<file path="src/rtl/scr1_dmi_arb_if.sv">
// DMI arbiter bundle: two host request channels plus the DM-side request port.
// slave = arbiter view, master = hosts/DM view.
interface scr1_dmi_arb_if;
    logic        host0_req_i;
    logic        host0_wr_i;
    logic [6:0]  host0_addr_i;
    logic [31:0] host0_wdata_i;
    logic        host0_resp_o;
    logic        host0_err_o;
    logic        host1_req_i;
    logic        host1_wr_i;
    logic [6:0]  host1_addr_i;
    logic [31:0] host1_wdata_i;
    logic        host1_resp_o;
    logic        host1_err_o;
    logic [31:0] host_rdata_o;
    logic        dmi2dm_req_o;
    logic        dmi2dm_wr_o;
    logic [6:0]  dmi2dm_addr_o;
    logic [31:0] dmi2dm_wdata_o;
    logic        dm2dmi_resp_i;
    logic [31:0] dm2dmi_rdata_i;
    logic        arb_busy_o;

    modport slave (
        input  host0_req_i, host0_wr_i, host0_addr_i, host0_wdata_i,
        input  host1_req_i, host1_wr_i, host1_addr_i, host1_wdata_i,
        input  dm2dmi_resp_i, dm2dmi_rdata_i,
        output host0_resp_o, host0_err_o, host1_resp_o, host1_err_o,
        output host_rdata_o, dmi2dm_req_o, dmi2dm_wr_o, dmi2dm_addr_o,
        output dmi2dm_wdata_o, arb_busy_o
    );

    modport master (
        output host0_req_i, host0_wr_i, host0_addr_i, host0_wdata_i,
        output host1_req_i, host1_wr_i, host1_addr_i, host1_wdata_i,
        output dm2dmi_resp_i, dm2dmi_rdata_i,
        input  host0_resp_o, host0_err_o, host1_resp_o, host1_err_o,
        input  host_rdata_o, dmi2dm_req_o, dmi2dm_wr_o, dmi2dm_addr_o,
        input  dmi2dm_wdata_o, arb_busy_o
    );
endinterface

</file>
<file path="src/rtl/scr1_dmi_arb.sv">
// Round-robin two-host arbiter/sequencer for the DM's DMI request port.
// Optional ISSUE timeout enabled by defining SCR1_DMI_ARB_TIMEOUT_EN.
module scr1_dmi_arb #(
    parameter int unsigned TIMEOUT_CYCLES = 256
) (
    input logic            clk,
    input logic            rst_n,
    scr1_dmi_arb_if.slave  bus
);

    typedef enum logic [1:0] {
        IDLE  = 2'd0,
        ISSUE = 2'd1,
        RESP  = 2'd2
    } state_t;

    state_t      state;
    state_t      state_nxt;
    logic        last_gnt;
    logic        gnt;
    logic        sel1;
    logic        any_req;
    logic        tmo;
    logic        lat_wr;
    logic [6:0]  lat_addr;
    logic [31:0] lat_wdata;
    logic [31:0] rdata;
    logic        err_q;

    if (TIMEOUT_CYCLES < 2) begin : g_bad_timeout
        $error("TIMEOUT_CYCLES must be >= 2");
    end

    assign any_req = bus.host0_req_i | bus.host1_req_i;
    // Port 1 wins alone, or under contention when port 0 was served last.
    assign sel1    = bus.host1_req_i & (~bus.host0_req_i | ~last_gnt);

`ifdef SCR1_DMI_ARB_TIMEOUT_EN
    localparam int CNT_W = $clog2(TIMEOUT_CYCLES + 1);
    logic [CNT_W-1:0] cnt;

    assign tmo = (cnt == CNT_W'(TIMEOUT_CYCLES - 1));

    // Count cycles spent in ISSUE; zero whenever we are elsewhere.
    always_ff @(posedge clk) begin
        if (!rst_n || state != ISSUE) begin
            cnt <= '0;
        end else begin
            cnt <= cnt + 1'b1;
        end
    end
`else
    assign tmo = 1'b0;
`endif

    // State register with synchronous reset.
    always_ff @(posedge clk) begin
        if (!rst_n) begin
            state <= IDLE;
        end else begin
            state <= state_nxt;
        end
    end

    // Next-state: grant, wait for the DM (or timeout), pulse response.
    always_comb begin
        state_nxt = state;
        unique case (state)
            IDLE:    if (any_req) state_nxt = ISSUE;
            ISSUE:   if (bus.dm2dmi_resp_i || tmo) state_nxt = RESP;
            RESP:    state_nxt = IDLE;
            default: state_nxt = IDLE;
        endcase
    end

    // Latch the winner's command and the outcome of the access.
    always_ff @(posedge clk) begin
        if (!rst_n) begin
            last_gnt  <= 1'b1;
            gnt       <= 1'b0;
            lat_wr    <= 1'b0;
            lat_addr  <= '0;
            lat_wdata <= '0;
            rdata     <= '0;
            err_q     <= 1'b0;
        end else begin
            unique case (state)
                IDLE: begin
                    if (any_req) begin
                        gnt       <= sel1;
                        last_gnt  <= sel1;
                        lat_wr    <= sel1 ? bus.host1_wr_i    : bus.host0_wr_i;
                        lat_addr  <= sel1 ? bus.host1_addr_i  : bus.host0_addr_i;
                        lat_wdata <= sel1 ? bus.host1_wdata_i : bus.host0_wdata_i;
                    end
                end
                ISSUE: begin
                    if (bus.dm2dmi_resp_i) begin
                        rdata <= lat_wr ? 32'h0 : bus.dm2dmi_rdata_i;
                        err_q <= 1'b0;
                    end else if (tmo) begin
                        rdata <= 32'h0;
                        err_q <= 1'b1;
                    end
                end
                default: ;
            endcase
        end
    end

    assign bus.dmi2dm_req_o   = (state == ISSUE);
    assign bus.dmi2dm_wr_o    = bus.dmi2dm_req_o & lat_wr;
    assign bus.dmi2dm_addr_o  = bus.dmi2dm_req_o ? lat_addr  : 7'h0;
    assign bus.dmi2dm_wdata_o = bus.dmi2dm_req_o ? lat_wdata : 32'h0;
    assign bus.host0_resp_o   = (state == RESP) & ~gnt;
    assign bus.host1_resp_o   = (state == RESP) &  gnt;
    assign bus.host0_err_o    = bus.host0_resp_o & err_q;
    assign bus.host1_err_o    = bus.host1_resp_o & err_q;
    assign bus.host_rdata_o   = rdata;
    assign bus.arb_busy_o     = (state != IDLE);

endmodule

</file>
<file path="src/flat_wrapper.sv">
// flat-port wrapper written by rule: the top's interface ports become plain ports
module scr1_dmi_arb_flat 
#(
    parameter int unsigned TIMEOUT_CYCLES = 256
)
  (clk, rst_n, bus_host0_req_i, bus_host0_wr_i, bus_host0_addr_i, bus_host0_wdata_i, bus_host1_req_i, bus_host1_wr_i, bus_host1_addr_i, bus_host1_wdata_i, bus_dm2dmi_resp_i, bus_dm2dmi_rdata_i, bus_host0_resp_o, bus_host0_err_o, bus_host1_resp_o, bus_host1_err_o, bus_host_rdata_o, bus_dmi2dm_req_o, bus_dmi2dm_wr_o, bus_dmi2dm_addr_o, bus_dmi2dm_wdata_o, bus_arb_busy_o);
  scr1_dmi_arb_if bus_i ();
  input logic clk;
  input logic rst_n;
  input wire logic [$bits(bus_i.host0_req_i)-1:0] bus_host0_req_i;
  input wire logic [$bits(bus_i.host0_wr_i)-1:0] bus_host0_wr_i;
  input wire logic [$bits(bus_i.host0_addr_i)-1:0] bus_host0_addr_i;
  input wire logic [$bits(bus_i.host0_wdata_i)-1:0] bus_host0_wdata_i;
  input wire logic [$bits(bus_i.host1_req_i)-1:0] bus_host1_req_i;
  input wire logic [$bits(bus_i.host1_wr_i)-1:0] bus_host1_wr_i;
  input wire logic [$bits(bus_i.host1_addr_i)-1:0] bus_host1_addr_i;
  input wire logic [$bits(bus_i.host1_wdata_i)-1:0] bus_host1_wdata_i;
  input wire logic [$bits(bus_i.dm2dmi_resp_i)-1:0] bus_dm2dmi_resp_i;
  input wire logic [$bits(bus_i.dm2dmi_rdata_i)-1:0] bus_dm2dmi_rdata_i;
  output wire logic [$bits(bus_i.host0_resp_o)-1:0] bus_host0_resp_o;
  output wire logic [$bits(bus_i.host0_err_o)-1:0] bus_host0_err_o;
  output wire logic [$bits(bus_i.host1_resp_o)-1:0] bus_host1_resp_o;
  output wire logic [$bits(bus_i.host1_err_o)-1:0] bus_host1_err_o;
  output wire logic [$bits(bus_i.host_rdata_o)-1:0] bus_host_rdata_o;
  output wire logic [$bits(bus_i.dmi2dm_req_o)-1:0] bus_dmi2dm_req_o;
  output wire logic [$bits(bus_i.dmi2dm_wr_o)-1:0] bus_dmi2dm_wr_o;
  output wire logic [$bits(bus_i.dmi2dm_addr_o)-1:0] bus_dmi2dm_addr_o;
  output wire logic [$bits(bus_i.dmi2dm_wdata_o)-1:0] bus_dmi2dm_wdata_o;
  output wire logic [$bits(bus_i.arb_busy_o)-1:0] bus_arb_busy_o;
  assign bus_i.host0_req_i = bus_host0_req_i;
  assign bus_i.host0_wr_i = bus_host0_wr_i;
  assign bus_i.host0_addr_i = bus_host0_addr_i;
  assign bus_i.host0_wdata_i = bus_host0_wdata_i;
  assign bus_i.host1_req_i = bus_host1_req_i;
  assign bus_i.host1_wr_i = bus_host1_wr_i;
  assign bus_i.host1_addr_i = bus_host1_addr_i;
  assign bus_i.host1_wdata_i = bus_host1_wdata_i;
  assign bus_i.dm2dmi_resp_i = bus_dm2dmi_resp_i;
  assign bus_i.dm2dmi_rdata_i = bus_dm2dmi_rdata_i;
  assign bus_host0_resp_o = bus_i.host0_resp_o;
  assign bus_host0_err_o = bus_i.host0_err_o;
  assign bus_host1_resp_o = bus_i.host1_resp_o;
  assign bus_host1_err_o = bus_i.host1_err_o;
  assign bus_host_rdata_o = bus_i.host_rdata_o;
  assign bus_dmi2dm_req_o = bus_i.dmi2dm_req_o;
  assign bus_dmi2dm_wr_o = bus_i.dmi2dm_wr_o;
  assign bus_dmi2dm_addr_o = bus_i.dmi2dm_addr_o;
  assign bus_dmi2dm_wdata_o = bus_i.dmi2dm_wdata_o;
  assign bus_arb_busy_o = bus_i.arb_busy_o;
  scr1_dmi_arb #(.TIMEOUT_CYCLES(TIMEOUT_CYCLES)) u_core (.clk(clk), .rst_n(rst_n), .bus(bus_i));
endmodule
</file>
<file path="config.mk">
export PLATFORM = sky130hd
export DESIGN_NAME = scr1_dmi_arb_flat
export DESIGN_NICKNAME = d
export VERILOG_FILES = /design/src/rtl/scr1_dmi_arb_if.sv /design/src/rtl/scr1_dmi_arb.sv /design/src/flat_wrapper.sv
export SDC_FILE = /design/constraint.sdc
export NUM_CORES = 1
export LEC_CHECK = 0
export CAP_MARGIN = 20
export CORE_MARGIN = 3
export CORE_UTILIZATION = 39
export DETAILED_ROUTE_END_ITERATION = 6
export HOLD_SLACK_MARGIN = 0.1
export PLACE_DENSITY = 0.84
export SYNTH_ARGS = -nofsm -noshare
export SYNTH_HDL_FRONTEND = slang
export SYNTH_SLANG_ARGS = --single-unit
</file>
<file path="constraint.sdc">
create_clock -name clk -period 1.45 [get_ports clk]
set_input_delay 0.2175 -clock clk [delete_from_list [all_inputs] [get_ports clk]]
set_output_delay 0.2175 -clock clk [all_outputs]
set_load 0.01 [all_outputs]
</file>
* Word level (Yosys, flattened, before mapping)
Index checks and enable logic that the tools add are counted.
** Word-level totals
- Bits of input ports :: 117
- Register bits after elaboration :: 76
- Output and inout bits :: 78
** Cells by class
- Muxes and demuxes :: 9
- Bitwise operators :: 9
- Equality and inequality tests :: 4
- Reduce and logical (&&, ||, !) cells :: 5
** Operator list (number)
- two-way mux 32 bit :: 3
- two-way mux 7 bit :: 2
- AND reduction 2 bit :: 3
- AND 1 bit :: 4
- two-way mux 2 bit :: 2
- case mux 2 bit (2 select lines) :: 1
- inverter 1 bit :: 3
- equality test 2 x 1 -> 1 bit (second input constant) :: 1
- equality test 2 bit (second input constant) :: 1
- zero test 2 bit :: 1
- != test 2 x 1 -> 1 bit (second input constant) :: 1
- != test 2 bit (second input constant) :: 1
- bitwise OR 1 bit :: 2
- nonzero test 2 bit :: 1
- two-way mux 1 bit :: 1

* Longest topological paths before layout
Gate-level depths: netlist (run 1).
- Depth after elaboration :: 4
- Gate-level depth with buffers :: 6
- Mapped depth without buffers :: 3

* Worst setup path after synthesis (run 1)
No wires, ideal clock.
- Path kind :: register -> output
- Start point :: register u_core.state[0]
- End point :: output port bus_dmi2dm_addr_o[0]
- Path slack :: 0.099 ns
- Cell stages (with the launch flop) :: 4
- Data arrival time :: 1.134 ns
- Path through :: dfxtp_1 -> nor2b_1 -> clkbuf_1 -> and2_1
** Between the ends
- Word-level cells in the longest chain between the ends :: 2
** RTL lines
- from (decl) :: RTL line scr1_dmi_arb.sv:17 : state_t state;
- from (signal assigned) :: RTL line scr1_dmi_arb.sv:61 : state <= state_nxt;
- equality test 2 x 1 -> 1 bit :: RTL line scr1_dmi_arb.sv:111 : assign bus.dmi2dm_req_o = (state == ISSUE);
- via bus_dmi2dm_req_o :: RTL line flat_wrapper.sv:25 : output wire logic [$bits(bus_i.dmi2dm_req_o)-1:0] bus_dmi2dm_req_o;
- two-way mux 7 bit :: RTL line scr1_dmi_arb.sv:113 : assign bus.dmi2dm_addr_o = bus.dmi2dm_req_o ? lat_addr : 7'h0;
- to (decl) :: RTL line flat_wrapper.sv:27 : output wire logic [$bits(bus_i.dmi2dm_addr_o)-1:0] bus_dmi2dm_addr_o;
The timed path passes the listed nets, and every way through them passes these cells.

* Final worst setup path (run 1)
- Start point :: register u_core.state[0]
- End point :: output port bus_dmi2dm_wdata_o[10]
** Between the ends
- Word-level cells in the longest chain between the ends :: 2
** RTL lines
- equality test 2 x 1 -> 1 bit :: RTL line scr1_dmi_arb.sv:111
- two-way mux 32 bit :: RTL line scr1_dmi_arb.sv:114 : assign bus.dmi2dm_wdata_o = bus.dmi2dm_req_o ? lat_wdata : 32'h0;
- to (decl) :: RTL line flat_wrapper.sv:28 : output wire logic [$bits(bus_i.dmi2dm_wdata_o)-1:0] bus_dmi2dm_wdata_o;
No other way between the ends.

==> metrics, run 1 <==
FF-to-FF Start=u_core.state[0]$_SDFFE_PN0P_; final hold viol count=0; post-synth top area share=0.423; Placed Cells=about 690; Comb pwr share=0.284; die width=around 100 microns; Crit Path Max Fanout=6; fin worst setup slack=-0.149 ns; Critical Path End Type=output port; total gr overflow=0; Synth warnings=0; commonest non-fill, non-tap cells in the layout=clkdlybuf4s50_1, nand2_1, dfxtp_1; Final Instance Area=6210 sq um; drt pass-1 iters=6; WS Path Type=reg -> out; CTS tree=built; period utilisation layout=1.10; GR Util All Layers=0.208; Max-cap violations=0; die height=102 microns; unrepaired setup endpoints after global routing=true; clock net sink count=76; share of cells above drive strength 1=0.285; synthesized area per cell=~9 sq um; worst reg2reg path endpoint=u_core.lat_wdata[8]$_SDFFE_PN0P_; Worst setup SP type=register; EDFF count, synth=0; Post-synth ARST share=0; sw frac=0.281; Sw Pwr=1.64 mW; Max Root-Sink Buffers=2; DRT iter0 DRCs=125; Synth Instances=around 400; DP HPWL=8590 microns; Routed WL=12,000 microns; synthesized area=approximately 3600 sq um; # diodes=0; failing checks=setup timing; antenna violations before repair=0; Clk pwr share=0.309; Initial Util=0.407; H-tree levels=3; Clock Skew=about 0.015 ns; row count=34; Area contributors post-synth=dfxtp_1, a311oi_2, nand2_1; Max Freq=~630 MHz; vias in the first global route=approximately 3,600; Pwr per Cell Area=about 940 nW/um^2; Setup crit end=bus_dmi2dm_wdata_o[10]; Final Setup Violations=between 80 and 90; Post-DRT Antenna Nets=0; Core Box Area=~8800 sq um; clk slew on worst S/H paths=around 0.090 ns; min cycle time layout=between 1.5 and 2 ns; placed inst area=approximately 5800 sq um; P_int=4.19 mW; first-pass GRT wire length=approximately 17,000 microns; final slew viol count=0; status=finished with violations; FF+latch count, synth=between 70 and 80; Die ar.=10,400 sq um; Seq/Total Area, Yosys=0.423; commonest non-fill, non-tap cell in the layout=clkdlybuf4s50_1; DRC viols=0; Worst R2R Setup Slack=-0.09 ns; fin cells=about 700; layout overhead on the synthesized area=72.5%; CP arrival=about 1.4 ns; Critical Path Start=u_core.state[0]$_SDFFE_PN0P_; register area=roughly 1500 sq um; worst vdd ir=about 0.45 mV; Vias/cell=approximately 5.3; Synth cell types=29; LEAKAGE=roughly 2.8 nW; Pwr Total=between 5 and 6 mW; Worst Hold Class=in -> reg; CTS Buf Count=9; via count=approximately 3,800; largest net degree at the start of global routing=26; IO Pins=around 200; top_reg_cell synth=dfxtp_1; RD Place Congestion=0.789; share of power burned in registers=0.407; area leader, netlist=dfxtp_1; fillcell total=roughly 670; Final nets=~700; I/O Buffers=192; Req. time, crit path=about 1.2 ns; Clock Tree Root=clkbuf_8; area occupied by multi-input gates=slightly below 2000 sq um; Clk Latency, worst-skew pair=0.34 ns; Worst Min Path Start=bus_dm2dmi_rdata_i[13]; DR WL/cell=around 17 microns; R2R depth=8
==> sequential cells by signal, indices dropped and copies added (netlist names) <==
signal / cells
u_core.lat_addr: 7
u_core.state: 2
u_core.gnt: 1
u_core.last_gnt: 1
u_core.lat_wr: 1
u_core.bus.host_rdata_o: 32
u_core.lat_wdata: 32
==> metrics by stage <==
step / worst slack (ns) / TNS (ns) / hold slack [ns] / util
final: -0.149 / -7.28 / 0.458 / 0.701
after global routing: -0.198 / -12.50 / 0.462 / 0.701
after CTS: -0.159 / -5.24 / 0.442 / 0.674
after detailed placement: -0.222 / -16.09 / 0.454 / 0.654
after global placement: -0.170 / -12.78 / 0.438 / 0.654
after floorplan: 0.0987 / 0 / 0.297 / -
==> power by group through the flow <==
stage	combinational [mW]	clock [mW]	sequential (mW)
after floorplan	0.752	0	2.40
after global placement	1.49	0	2.40
after detailed placement	1.52	0	2.41
after CTS	1.55	1.84	2.37
after global routing	1.77	1.92	2.39
final	1.65	1.80	2.37
==> kinds of logic after synthesis <==
group           count (synthesis)  share of synthesized area
other cells                     1                    0.00104
flops                          76                      0.423
simple gates                  158                      0.215
compound gates                119                      0.301
buf+inv                        43                     0.0595
==> routing by layer <==
layer | part of all wire | track usage
met4 | 0.021 | 0.0666
met1 | 0.40 | 0.237
met5 | 0 | 0
met2 | 0.51 | 0.388
met3 | 0.068 | 0.0430
==> synth_stat cells, types with 2 or more instances <==
| library cell | instances |
|---|---|
| buf_4 | 2 |
| a21bo_1 | 2 |
| nand2_1 | 93 |
| buf_6 | 5 |
| dfxtp_1 | 76 |
| a311oi_2 | 39 |
| and2_1 | 40 |
| clkbuf_1 | 25 |
| a21oi_1 | 54 |
| nor2b_1 | 2 |
| buf_1 | 3 |
| buf_2 | 6 |
| nand3b_1 | 13 |
| a22o_1 | 20 |
| nor2_1 | 2 |
| and3b_1 | 2 |
==> what timing repair did <==
action,CTS,global route
pin swaps,9,15
cloned,2,3
endpoints found under the setup margin,61,88
hold buffers,0,0
setup buffers,4,1
resized for setup,222,56
==> worst max-delay path, cell delays in order, from the launching register on <==
cell	delay [ns]
dfxtp_2	0.34
nor2b_4	0.18
buf_12	0.14
clkbuf_16	0.15
and2_4	0.14
buf_6	0.09
==> final cells by class <==
class,instances,share of cell area
clock buffer,9,0.0200
clock inverter,7,0.0159
inverter,2,0.00121
multi-input combinational,279,0.315
sequential,76,0.246
tap,108,0.0218
timing repair buffer,233,0.380
==> how the worst min path moves through the flow <==
| stage | end | slack (ns) | cells past startpoint |
|---|---|---|---|
| 3_5_place_dp | u_core.bus.host_rdata_o[8]$_SDFFE_PN0P_ | 0.45 | 2 |
| 2_1_floorplan | u_core.last_gnt$_SDFFE_PN1P_ | 0.30 | 1 |
| 3_3_place_gp | u_core.bus.host_rdata_o[31]$_SDFFE_PN0P_ | 0.44 | 2 |
| 6_report | u_core.bus.host_rdata_o[13]$_SDFFE_PN0P_ | 0.46 | 2 |
| 5_1_grt | u_core.bus.host_rdata_o[12]$_SDFFE_PN0P_ | 0.46 | 3 |
| 4_1_cts | u_core.bus.host_rdata_o[14]$_SDFFE_PN0P_ | 0.44 | 2 |
Note: power is estimated with default switching activity, not from simulation.
==> run 2: changes to the inputs <==
--- a/config.mk
+++ b/config.mk
@@ -9,6 +9,7 @@
 export CORE_MARGIN = 3
 export CORE_UTILIZATION = 39
 export DETAILED_ROUTE_END_ITERATION = 6
+export GPL_TIMING_DRIVEN = 0
 export HOLD_SLACK_MARGIN = 0.1
 export PLACE_DENSITY = 0.84
 export SYNTH_ARGS = -nofsm -noshare
==> run 2 against run 1 <==
The flow still finishes with violations (setup timing). Worst hold slack worse by 0.23 ns. Worst setup slack worse by 0.047 ns. Total power up 3.8%. Wire length down 1.9%. Register-to-register slack better by 0.05 ns. Largest power group unchanged. Critical endpoint is now bus_dmi2dm_wdata_o[26]. Flip-flop and latch count unchanged. Global-route usage up 0.84 points. First-iteration DRC count down 15%. Non-clock buffer count up 13. Via count down 1.6%. Final cell count up 2.0%.
==> metrics, run 2 (same netlist as run 1, synthesis figures left out) <==
via count=3,693 (-1.6%); Worst Hold Class=in -> reg; Post-DRT Antenna Nets=0 (unchanged); Sw Pwr=1.63 mW (-0.69%); Clock Skew=0.00707 ns (-0.00769 ns); largest net degree at the start of global routing=14 (-46%); Vias/cell=5.07 (-3.5%); Max Freq=608 MHz (-2.9%); Worst Min Path Start=bus_host1_req_i; share of power burned in registers=0.390 (-0.017); WS Path Type=reg -> out; I/O Buffers=192 (unchanged); worst reg2reg path endpoint=u_core.lat_wdata[17]$_SDFFE_PN0P_; Routed WL=11,800 microns (-1.9%); dpl ws=-0.902 ns (-0.680 ns); hold path endpoint=u_core.last_gnt$_SDFFE_PN1P_; Final nets=731 (+1.8%); sw frac=0.269 (-0.0123); P_int=4.42 mW (+5.6%); Placed Cells=698 (+1.3%); Clk Latency, worst-skew pair=0.35 ns (about the same); worst vdd ir=0.504 mV (+13%); cts hold-fix bufs=0 (unchanged); LEAKAGE=2.77 nW (-1.6%); die width=102 microns (unchanged); layout overhead on the synthesized area=73.7%; final slew viol count=0 (unchanged); CTS tree=built; commonest non-fill, non-tap cell in the layout=clkdlybuf4s50_1; DP HPWL=8640 microns (+0.52%); Core Box Area=8850 sq um (unchanged); fin cells=728 (+2.0%); total gr overflow=0 (unchanged); min cycle time layout=1.65 ns (+0.0471 ns); Final Setup Violations=75 (-8.5%); Comb pwr share=0.278 (-0.006); Die ar.=10,400 sq um (unchanged); CTS Buf Count=9 (unchanged); Max Root-Sink Buffers=2 (unchanged); final hold viol count=0 (unchanged); antenna violations before repair=1 (+1); critical path's largest stage delay=0.36 ns (+0.02 ns); DRC viols=0 (unchanged); fin worst setup slack=-0.196 ns (-0.0471 ns); drt pass-1 iters=4 (-2); FF-to-FF Start=u_core.state[0]$_SDFFE_PN0P_; row count=34 (unchanged); Worst setup SP type=register; CP arrival=1.43 ns (+0.05 ns); fillcell total=699 (+4.8%); H-tree levels=3 (unchanged); clock net sink count=76 (unchanged); period utilisation layout=1.14 (+0.0325); Worst R2R Setup Slack=-0.04 ns (+0.05 ns); RD Place Congestion=0.801 (+1.4%); unrepaired setup endpoints after global routing=true; IO Pins=195 (unchanged); clk slew on worst S/H paths=0.08 ns (about the same); CP cell instances=nor2b_4, buf_12, clkbuf_16, and2_1, buf_2; share of cells above drive strength 1=0.300 (+0.0150); Critical Path End Type=output port; status=finished with violations; DR WL/cell=16.2 microns (-3.8%); Initial Util=0.407 (unchanged); Clk pwr share=0.331 (+0.022); GR Util All Layers=0.217 (+0.00839); Pwr Total=6.05 mW (+3.8%); commonest non-fill, non-tap cells in the layout=clkdlybuf4s50_1, nand2_1, dfxtp_1; die height=102 microns (unchanged); Max-cap violations=0 (unchanged); failing checks=setup timing; Crit Path Max Fanout=10 (+4); first-pass GRT wire length=17,800 microns (+2.8%); Req. time, crit path=1.23 ns (about the same); Pwr per Cell Area=969 nW/um^2 (+3.1%); hold path cells=3 (+1); R2R depth=7 (-1); vias in the first global route=3,667 (+1.3%); slowest CP cell=dfxtp_4; DRT iter0 DRCs=106 (-15%); Clock Tree Root=clkbuf_8; Core Util, Final=0.706 (+0.00481)
run 2: worst max-delay path by stage:
stage / depth (start not counted) / start / end
5_1_grt: 5 / u_core.state[0]$_SDFFE_PN0P_ / bus_dmi2dm_wdata_o[26]
2_1_floorplan: 3 / u_core.state[0]$_SDFFE_PN0P_ / bus_dmi2dm_addr_o[0]
3_5_place_dp: 4 / u_core.state[0]$_SDFFE_PN0P_ / bus_dmi2dm_wr_o
6_report: 5 / u_core.state[0]$_SDFFE_PN0P_ / bus_dmi2dm_wdata_o[26]
4_1_cts: 5 / u_core.state[0]$_SDFFE_PN0P_ / bus_dmi2dm_wdata_o[15]
3_3_place_gp: 4 / u_core.state[0]$_SDFFE_PN0P_ / bus_dmi2dm_wr_o
run 2: power by group through the flow:
stage / sequential, mW / clock (mW) / combinational (mW)
4_1_cts: 2.36 / 2.06 / 1.51
3_5_place_dp: 2.40 / 0 / 1.46
5_1_grt: 2.38 / 2.13 / 1.81
6_report: 2.36 / 2.01 / 1.68
3_3_place_gp: 2.39 / 0 / 1.43
2_1_floorplan: 2.40 / 0 / 0.752
run 2: area by class of cell:
| cell class | instances | area [sq um] | share of cell area |
|---|---|---|---|
| clock inverters | 5 | 108 | 0.0172 |
| multi-input cells | 279 | 1970 | 0.315 |
| diodes | 1 | 2.50 | 0.000400 |
| well taps | 108 | 135 | 0.0216 |
| repair buffers | 206 | 2000 | 0.321 |
| flip-flops and latches | 76 | 1530 | 0.245 |
| plain buffers | 40 | 354 | 0.0567 |
| inverters | 2 | 7.51 | 0.00120 |
| clock buffers | 11 | 141 | 0.0226 |
run 2: metal layers:
layer,up-vias,track usage,wire length [microns]
li1,1833,-,-
met1,1697,0.250,4570
met2,147,0.395,6020
met3,16,0.0580,1040
met4,0,0.0585,163
met5,-,0,0
run 2: repair_timing:
action	in CTS	in global routing
endpoints found under the setup margin	126	118
setup buffers	4	6
cloned	2	2
gates resized for setup	266	80
pin swaps	11	14
run 2: stage by stage:
stage / setup TNS [ns] / hold slack, ns / cell area (sq um)
final: -7.45 / 0.233 / 6250
after detailed placement: -62.96 / 0.446 / 5660
after CTS: -7.96 / 0.389 / 5930
after global placement: -60.35 / 0.438 / 5660
after global routing: -12.66 / 0.289 / 6250
after floorplan: 0 / 0.297 / 3600
run 2: worst max-delay path, delay by kind of cell (launching register included):
family                 cells  cell delay, ns
buffers and inverters      3            0.43
AND/OR/NAND/NOR            2            0.29
flip-flops                 1            0.36
==> run 3: changes to the inputs <==
--- a/config.mk
+++ b/config.mk
@@ -10,7 +10,7 @@
 export CORE_UTILIZATION = 39
 export DETAILED_ROUTE_END_ITERATION = 6
 export GPL_TIMING_DRIVEN = 0
-export HOLD_SLACK_MARGIN = 0.1
+export HOLD_SLACK_MARGIN = 0.06
 export PLACE_DENSITY = 0.84
 export SYNTH_ARGS = -nofsm -noshare
 export SYNTH_HDL_FRONTEND = slang
==> results of run 3 <==
Same layout as run 2: the final DEF is identical, and so are final timing and power.
